File: src/rtl/step_controller.sv
// Initiator for the core's four-phase STEP/STEP_ACK handshake: runs N steps or
// until core_done, counts completed handshakes and watches for a hung responder.
//
// state | meaning
// IDLE  | waiting for a command, cmd_ready high
// REQ   | step high, waiting for step_ack to rise
// REL   | step low, waiting for step_ack to fall (handshake completes)
// FIN   | command finished, cmd_done pulses on the way back to IDLE
// ERR   | watchdog expired, timeout_err sticky until a new command
module step_controller #(
  parameter int unsigned       CNT_W  = 32,
  parameter int unsigned       TO_W   = 16,
  parameter logic [TO_W-1:0]   TO_MAX = 16'd1000
) (
  input  logic             clk,
  input  logic             rst_n,
  input  logic             cmd_valid,
  output logic             cmd_ready,
  input  logic [CNT_W-1:0] cmd_nsteps,
  input  logic             cmd_run_all,
  input  logic             abort,
  input  logic             core_done,
  output logic             step,
  input  logic             step_ack,
  output logic             busy,
  output logic             cmd_done,
  output logic             timeout_err,
  output logic [CNT_W-1:0] steps_total
);

  typedef enum logic [2:0] {IDLE, REQ, REL, FIN, ERR} state_t;

  state_t           state_q, state_d;
  logic [CNT_W-1:0] remaining_q, remaining_d, rem_next;
  logic [CNT_W-1:0] total_d;
  logic [TO_W-1:0]  wd_q, wd_d;
  logic             run_all_q, run_all_d;
  logic             abort_pend_q, abort_pend_d;
  logic             step_d, busy_d, cmd_done_d, cmd_ready_d, err_d;
  logic             accept;

  assign accept = cmd_valid & cmd_ready;

  always_comb begin
    state_d      = state_q;
    remaining_d  = remaining_q;
    run_all_d    = run_all_q;
    abort_pend_d = abort_pend_q;
    total_d      = steps_total;
    err_d        = timeout_err;
    wd_d         = '0;
    cmd_done_d   = 1'b0;
    rem_next     = remaining_q;

    case (state_q)
      IDLE, ERR: begin
        abort_pend_d = 1'b0;
        if (accept) begin
          remaining_d = cmd_nsteps;
          run_all_d   = cmd_run_all;
          err_d       = 1'b0;
          if (core_done || (!cmd_run_all && cmd_nsteps == '0)) state_d = FIN;
          else                                                  state_d = REQ;
        end
      end
      REQ, REL: begin
        if (abort) abort_pend_d = 1'b1;
        if (state_q == REQ && step_ack) begin
          state_d = REL;
        end else if (state_q == REL && !step_ack) begin
          total_d     = (&steps_total) ? steps_total : steps_total + 1'b1;
          rem_next    = run_all_q ? remaining_q : remaining_q - 1'b1;
          remaining_d = rem_next;
          if (abort_pend_q || abort || core_done || (!run_all_q && rem_next == '0))
            state_d = FIN;
          else
            state_d = REQ;
        end else if (wd_q == TO_MAX - 1'b1) begin
          // Watchdog fires only when the phase would otherwise continue.
          state_d    = ERR;
          err_d      = 1'b1;
          cmd_done_d = 1'b1;
        end else begin
          wd_d = wd_q + 1'b1;
        end
      end
      FIN: begin
        state_d      = IDLE;
        cmd_done_d   = 1'b1;
        abort_pend_d = 1'b0;
      end
      default: state_d = IDLE;
    endcase

    step_d      = (state_d == REQ);
    busy_d      = (state_d == REQ) || (state_d == REL);
    cmd_ready_d = (state_d == IDLE) || (state_d == ERR);
  end

  always_ff @(posedge clk) begin
    if (!rst_n) begin
      state_q      <= IDLE;
      remaining_q  <= '0;
      run_all_q    <= 1'b0;
      abort_pend_q <= 1'b0;
      wd_q         <= '0;
      step         <= 1'b0;
      busy         <= 1'b0;
      cmd_done     <= 1'b0;
      cmd_ready    <= 1'b1;
      timeout_err  <= 1'b0;
      steps_total  <= '0;
    end else begin
      state_q      <= state_d;
      remaining_q  <= remaining_d;
      run_all_q    <= run_all_d;
      abort_pend_q <= abort_pend_d;
      wd_q         <= wd_d;
      step         <= step_d;
      busy         <= busy_d;
      cmd_done     <= cmd_done_d;
      cmd_ready    <= cmd_ready_d;
      timeout_err  <= err_d;
      steps_total  <= total_d;
    end
  end

endmodule
File: config.mk
export PLATFORM = sky130hd
export DESIGN_NAME = step_controller
export DESIGN_NICKNAME = d
export VERILOG_FILES = /design/src/rtl/step_controller.sv
export SDC_FILE = /design/constraint.sdc
export NUM_CORES = 1
export LEC_CHECK = 0
export CORE_UTILIZATION = 40
export CTS_BUF_LIST = sky130_fd_sc_hd__clkbuf_8
export CTS_CLUSTER_DIAMETER = 60
export CTS_CLUSTER_SIZE = 24
export DETAILED_ROUTE_END_ITERATION = 16
export PLACE_DENSITY = 0.66
export SYNTH_ARGS = -nofsm -noshare
export SYNTH_HDL_FRONTEND = slang
export SYNTH_SLANG_ARGS = --single-unit
File: constraint.sdc
create_clock -name clk -period 2.6 [get_ports clk]
set_input_delay 0.52 -clock clk [delete_from_list [all_inputs] [get_ports clk]]
set_output_delay 0.52 -clock clk [all_outputs]
set_load 0.1 [all_outputs]
==> results.tsv, run 1 <==
metric	value	unit
status	complete, no violations	
fin crit share	0.948	
Hold WS	476	ps
Net Sw Frac	0.401	
hold crit path type	reg2reg	
flops & latches, synth	90	
Reg clk slew, reported paths	90	ps
clock skew	11.8	ps
Max Clk Rate	406	MHz
area leader, netlist	dfxtp_1	
CTS Hold Buffers Added	0	
Overall Global Routing Usage	0.227	
Yosys cell types	58	
worst slew pin tran	641	ps
total number of vias	5184	
async set-reset flop share out of synthesis	0	
Die Wd	114	um
Main synth FF type	dfxtp_1	
Avg Inst Size Synth	7.61	um^2
Area growth syn-to-layout	28.6	%
Worst setup EP type	flip-flop	
crit path max fanout	7	
pin count of the biggest net entering global routing	65	
# placed instances	915	
core area	0.0121	mm^2
IO Port Bufs	75	
warnings from Yosys	0	
TritonCTS Buffers	9	
IR drop worst, VDD	396	uV
number of global-route vias before repair	4786	
Combinational Power Share	0.430	
Sequential Power Share	0.367	
Setup Buffers After CTS	0	
gpl congestion	0.894	
Final #Nets	800	
clock share of power	0.203	
internal power	2.66	mW
hpwl dp	10200	um
final setup vio count	0	
min cycle time layout	2470	ps
HP Start	wd_q[0]	
Leakage	2.34	nW
Reg-to-Reg Start	run_all_q	
WP data required	2880	ps
fin util	0.531	
Setup TNS	0	ps
Detailed Route Iter0 Violations	423	
first-pass iteration count of the detailed router	6	
row count	40	
register area share after synthesis	0.362	
Max Slew Vio Count	0	
TritonCTS clock tree	done	
max cap viols	0	
total die area	0.0129	mm^2
ANT cells	0	
Fin. Hold Viols	0	
first-pass GRT wire length	23400	um
latest clock arrival within the worst-skew pair	380	ps
fin area	0.00641	mm^2
Post-Layout Cell Count	931	
H-tree levels	3	
I/O pin cnt	76	
total grt overflow	0	
R2R depth	8	
antenna violations before repair	0	
Avg WL per Cell	15.3	um
beginning of the critical path	run_all_q	
post-synth top area share	0.362	
layout cells sized above 1	0.187	
maximum clock path buffer count	2	
cells after synthesis	655	
Final ANT Viol Nets	0	
Synth Net Count	697	
vias per cell	5.57	
Slew headroom	0.571	
Worst setup SP type	flip-flop	
Hold Crit Depth	1	
critical path class	reg2reg	
ranking of synthesized cells by area	dfxtp_1, nor2_1, o21ai_0	
worst setup margin	135	ps
Setup Slack @ Placement	-276	ps
clock sink count	90	
DRC errors left	0	
pwr dens	694	mW/mm^2
CP Data Arrival Time	2750	ps
mapped cell area	0.00498	mm^2
clk root buf	clkbuf_8	
Starting Density	0.413	
final WL	14300	um
Die Y-Extent	114	um
Overall Power	4.45	mW
EDFF count, synth	0	
# fillers	1154	
net switching power	1.78	mW
area of placed instances	0.00616	mm^2
worst paths after layout:
check	slack, ps	endpoint
max	130	busy
min reg2reg	480	wd_q[0]
max reg2reg	130	busy
min	480	wd_q[0]
final cells by class:
class | instances | area [um^2] | share of cell area
inverters | 13 | 48.8 | 0.00762
repair buffers | 128 | 1080 | 0.169
multi-input cells | 516 | 3060 | 0.478
clock buffers | 10 | 138 | 0.0215
well taps | 168 | 210 | 0.0328
flip-flops and latches | 90 | 1830 | 0.285
clock inverters | 6 | 41.3 | 0.00645
power by group through the flow:
stage | clock network, mW | logic (mW) | registers, mW
final | 0.904 | 1.91 | 1.63
after global routing | 0.990 | 2.10 | 1.65
after CTS | 0.932 | 1.84 | 1.62
after detailed placement | 0 | 1.82 | 1.65
after global placement | 0 | 1.80 | 1.65
after floorplan | 0 | 1.11 | 1.69
cells in the final DEF (no fill, tap or decap), types with 9 or more instances in the layout:
cell type        count
a21oi_1             47
a22oi_1              9
buf_4               88
clkbuf_8            10
clkdlybuf4s50_1     38
dfxtp_1             70
dfxtp_2             20
inv_1               13
nand2_1             48
nand3_1             30
nand4_1             17
nor2_1              98
nor3_1              28
nor4_1              14
o21ai_0             51
or3_1               15
xnor2_1             22
xor2_1              21
cells in the mapped netlist, types with 17 or more instances:
master and count:
a21oi_1 49, dfxtp_1 90, nand3_1 30, nor2_1 98
nand2_1 48, xor2_1 21, nor3_1 28, clkbuf_1 31
o21ai_0 51, xnor2_1 22, nand4_1 17
registers in the layout (all words and copies together), names as in the netlist, 3 cells and up:
| signal | cells |
|---|---|
| wd_q | 16 |
| state_q | 3 |
| remaining_q | 32 |
| steps_total | 32 |
cell families after synthesis:
group,count (synthesis),synth area share
muxes,3,0.00628
buffers and inverters,49,0.0379
xor gates and xnor gates,43,0.0756
and+or+nand+nor,310,0.320
AOI/OAI and AO/OA,157,0.191
adders and majority gates,3,0.00753
DFF,90,0.362
timing repair:
item	4_1_cts	5_1_grt
setup endpoints to repair	3	4
pin swaps	0	1
gates resized for setup	2	10
layer usage:
layer  GRT usage  vias to the layer above  wire length [um]
met5           0                        -                 0
met4      0.0842                        0               343
met3      0.0542                       31               947
met2       0.350                      168              6400
met1       0.306                     2405              6560
li1            -                     2580                 -
critical path, cell delays in order (launching register included):
cell	delay [ps]
dfxtp_1	480
nor3_1	80
buf_4	150
and2_1	170
xor2_1	140
or4_1	620
a2111oi_4	310
o2111ai_2	180
a32o_1	230
(Power assumes the default switching activity.)
==> inputs of run 2 (changes only) <==
Settings changed: CORE_UTILIZATION 40 to 25, PLACE_DENSITY 0.66 to 0.51.
==> results.tsv, run 2 (synthesis gave the netlist of run 1 again) <==
metric	value	unit
status	complete, no violations	
clock skew	17.3	ps
top flop regs	remaining_q x32, steps_total x32, wd_q x16	
Leakage	2.42	nW
total grt overflow	0	
maximum clock path buffer count	2	
net switching power	1.87	mW
layout cells sized above 1	0.210	
ANT cells	0	
core area	0.0195	mm^2
Avg WL per Cell	14.6	um
min cycle time layout	2490	ps
total die area	0.0205	mm^2
Max Clk Rate	401	MHz
I/O pin cnt	76	
critical path class	reg2reg	
CP max stage delay	550	ps
crit-path cells	or4_4 > nor4_4 > a21boi_1 > or4_1 > a22oi_2 > o2111ai_2 > a32o_1	
latest clock arrival within the worst-skew pair	390	ps
internal power	2.74	mW
commonest non-fill, non-tap cell in the layout	buf_4	
IR drop worst, VDD	315	uV
Final #Nets	813	
Final ANT Viol Nets	0	
Detailed Route Iter0 Violations	259	
CP Data Arrival Time	2760	ps
first-pass iteration count of the detailed router	4	
antenna violations before repair	0	
DRC errors left	0	
Sequential Power Share	0.351	
Fin. Hold Viols	0	
slowest cell on the critical path	or4_4	
Overall Global Routing Usage	0.152	
vias per cell	4.89	
gpl congestion	0.814	
Starting Density	0.255	
Overall Power	4.61	mW
clock share of power	0.218	
hold crit path type	reg2reg	
most frequent cells in the layout	buf_4, nor2_1, dfxtp_1, o21ai_0, nand2_1	
fin crit share	0.959	
total number of vias	5094	
Die Wd	143	um
TritonCTS Buffers	9	
crit path max fanout	3	
Combinational Power Share	0.431	
Hold WS	484	ps
Area growth syn-to-layout	34.2	%
Die Y-Extent	143	um
Slew headroom	0.509	
IO Port Bufs	75	
pin count of the biggest net entering global routing	65	
CTS Hold Buffers Added	0	
Reg clk slew, reported paths	110	ps
max cap viols	0	
WP data required	2870	ps
Setup TNS	0	ps
final WL	15200	um
Max Slew Vio Count	0	
clk root buf	clkbuf_8	
# fillers	2128	
final setup vio count	0	
Worst setup EP type	flip-flop	
row count	51	
number of global-route vias before repair	4613	
hpwl dp	10800	um
Worst setup SP type	flip-flop	
Net Sw Frac	0.406	
clock sink count	90	
TritonCTS clock tree	done	
worst slew pin tran	734	ps
pwr dens	689	mW/mm^2
H-tree levels	3	
first-pass GRT wire length	24300	um
run 2: path summary, 6_finish.rpt:
| check | startpoint | end | slack (ps) | cells past startpoint |
|---|---|---|---|---|
| worst max register to register | remaining_q[14] | busy | 110 | 7 |
| worst min register to register | wd_q[0] | wd_q[0] | 480 | 1 |
| worst max-delay path | remaining_q[14] | busy | 110 | 7 |
| worst min-delay path | wd_q[0] | wd_q[0] | 480 | 1 |
run 2: metrics by stage:
| stage | instances | area [um^2] | setup slack, ps | utilization |
|---|---|---|---|---|
| 2_1_floorplan | 655 | 5000 | 35.7 | - |
| 3_3_place_gp | 1022 | 6370 | -318 | 0.326 |
| 3_5_place_dp | 1022 | 6370 | -450 | 0.326 |
| 4_1_cts | 1038 | 6600 | 11.2 | 0.338 |
| 5_1_grt | 1041 | 6680 | -8.24 | 0.342 |
| 6_report | 1041 | 6680 | 107 | 0.342 |
run 2: final cells by class:
class / count / area (um^2) / share of cell area
clock buffer: 9 / 124 / 0.0185
timing repair buffer: 141 / 1190 / 0.179
sequential: 90 / 1830 / 0.273
multi-input combinational: 516 / 3080 / 0.461
tap: 265 / 332 / 0.0496
inverter: 13 / 48.8 / 0.00730
clock inverter: 7 / 76.3 / 0.0114
run 2: power groups by stage:
| stage | combinational (mW) | clock [mW] | sequential (mW) |
|---|---|---|---|
| floorplan | 1.11 | 0 | 1.69 |
| global placement | 1.89 | 0 | 1.64 |
| detailed placement | 1.88 | 0 | 1.64 |
| CTS | 1.91 | 1.05 | 1.61 |
| global route | 2.19 | 1.09 | 1.63 |
| finish | 1.98 | 1.00 | 1.62 |
run 2: per-layer routing:
layer,GRT usage,up-vias,part of all wire
li1,-,2615,-
met3,0.0309,19,0.042
met1,0.213,2369,0.50
met4,0.0560,0,0.021
met5,0,-,0
met2,0.227,91,0.43
run 2: what timing repair did:
item | CTS | global route
endpoints found under the setup margin | 4 | 4
hold endpoints to repair | 0 | 0
resized for setup | 5 | 13
pin swaps | 1 | 4
buffers inserted | 0 | 3
run 2: critical path: cells and delay by family, from the launching register on:
kind	cells	cell delay, ps
compound gates	4	770
flops	1	340
simple gates	3	1260
==> inputs of run 3 (changes only) <==
Settings changed: CAP_MARGIN from default to 20.
==> results of run 3 <==
The final DEF is identical to that of run 2; final timing and power are the same.
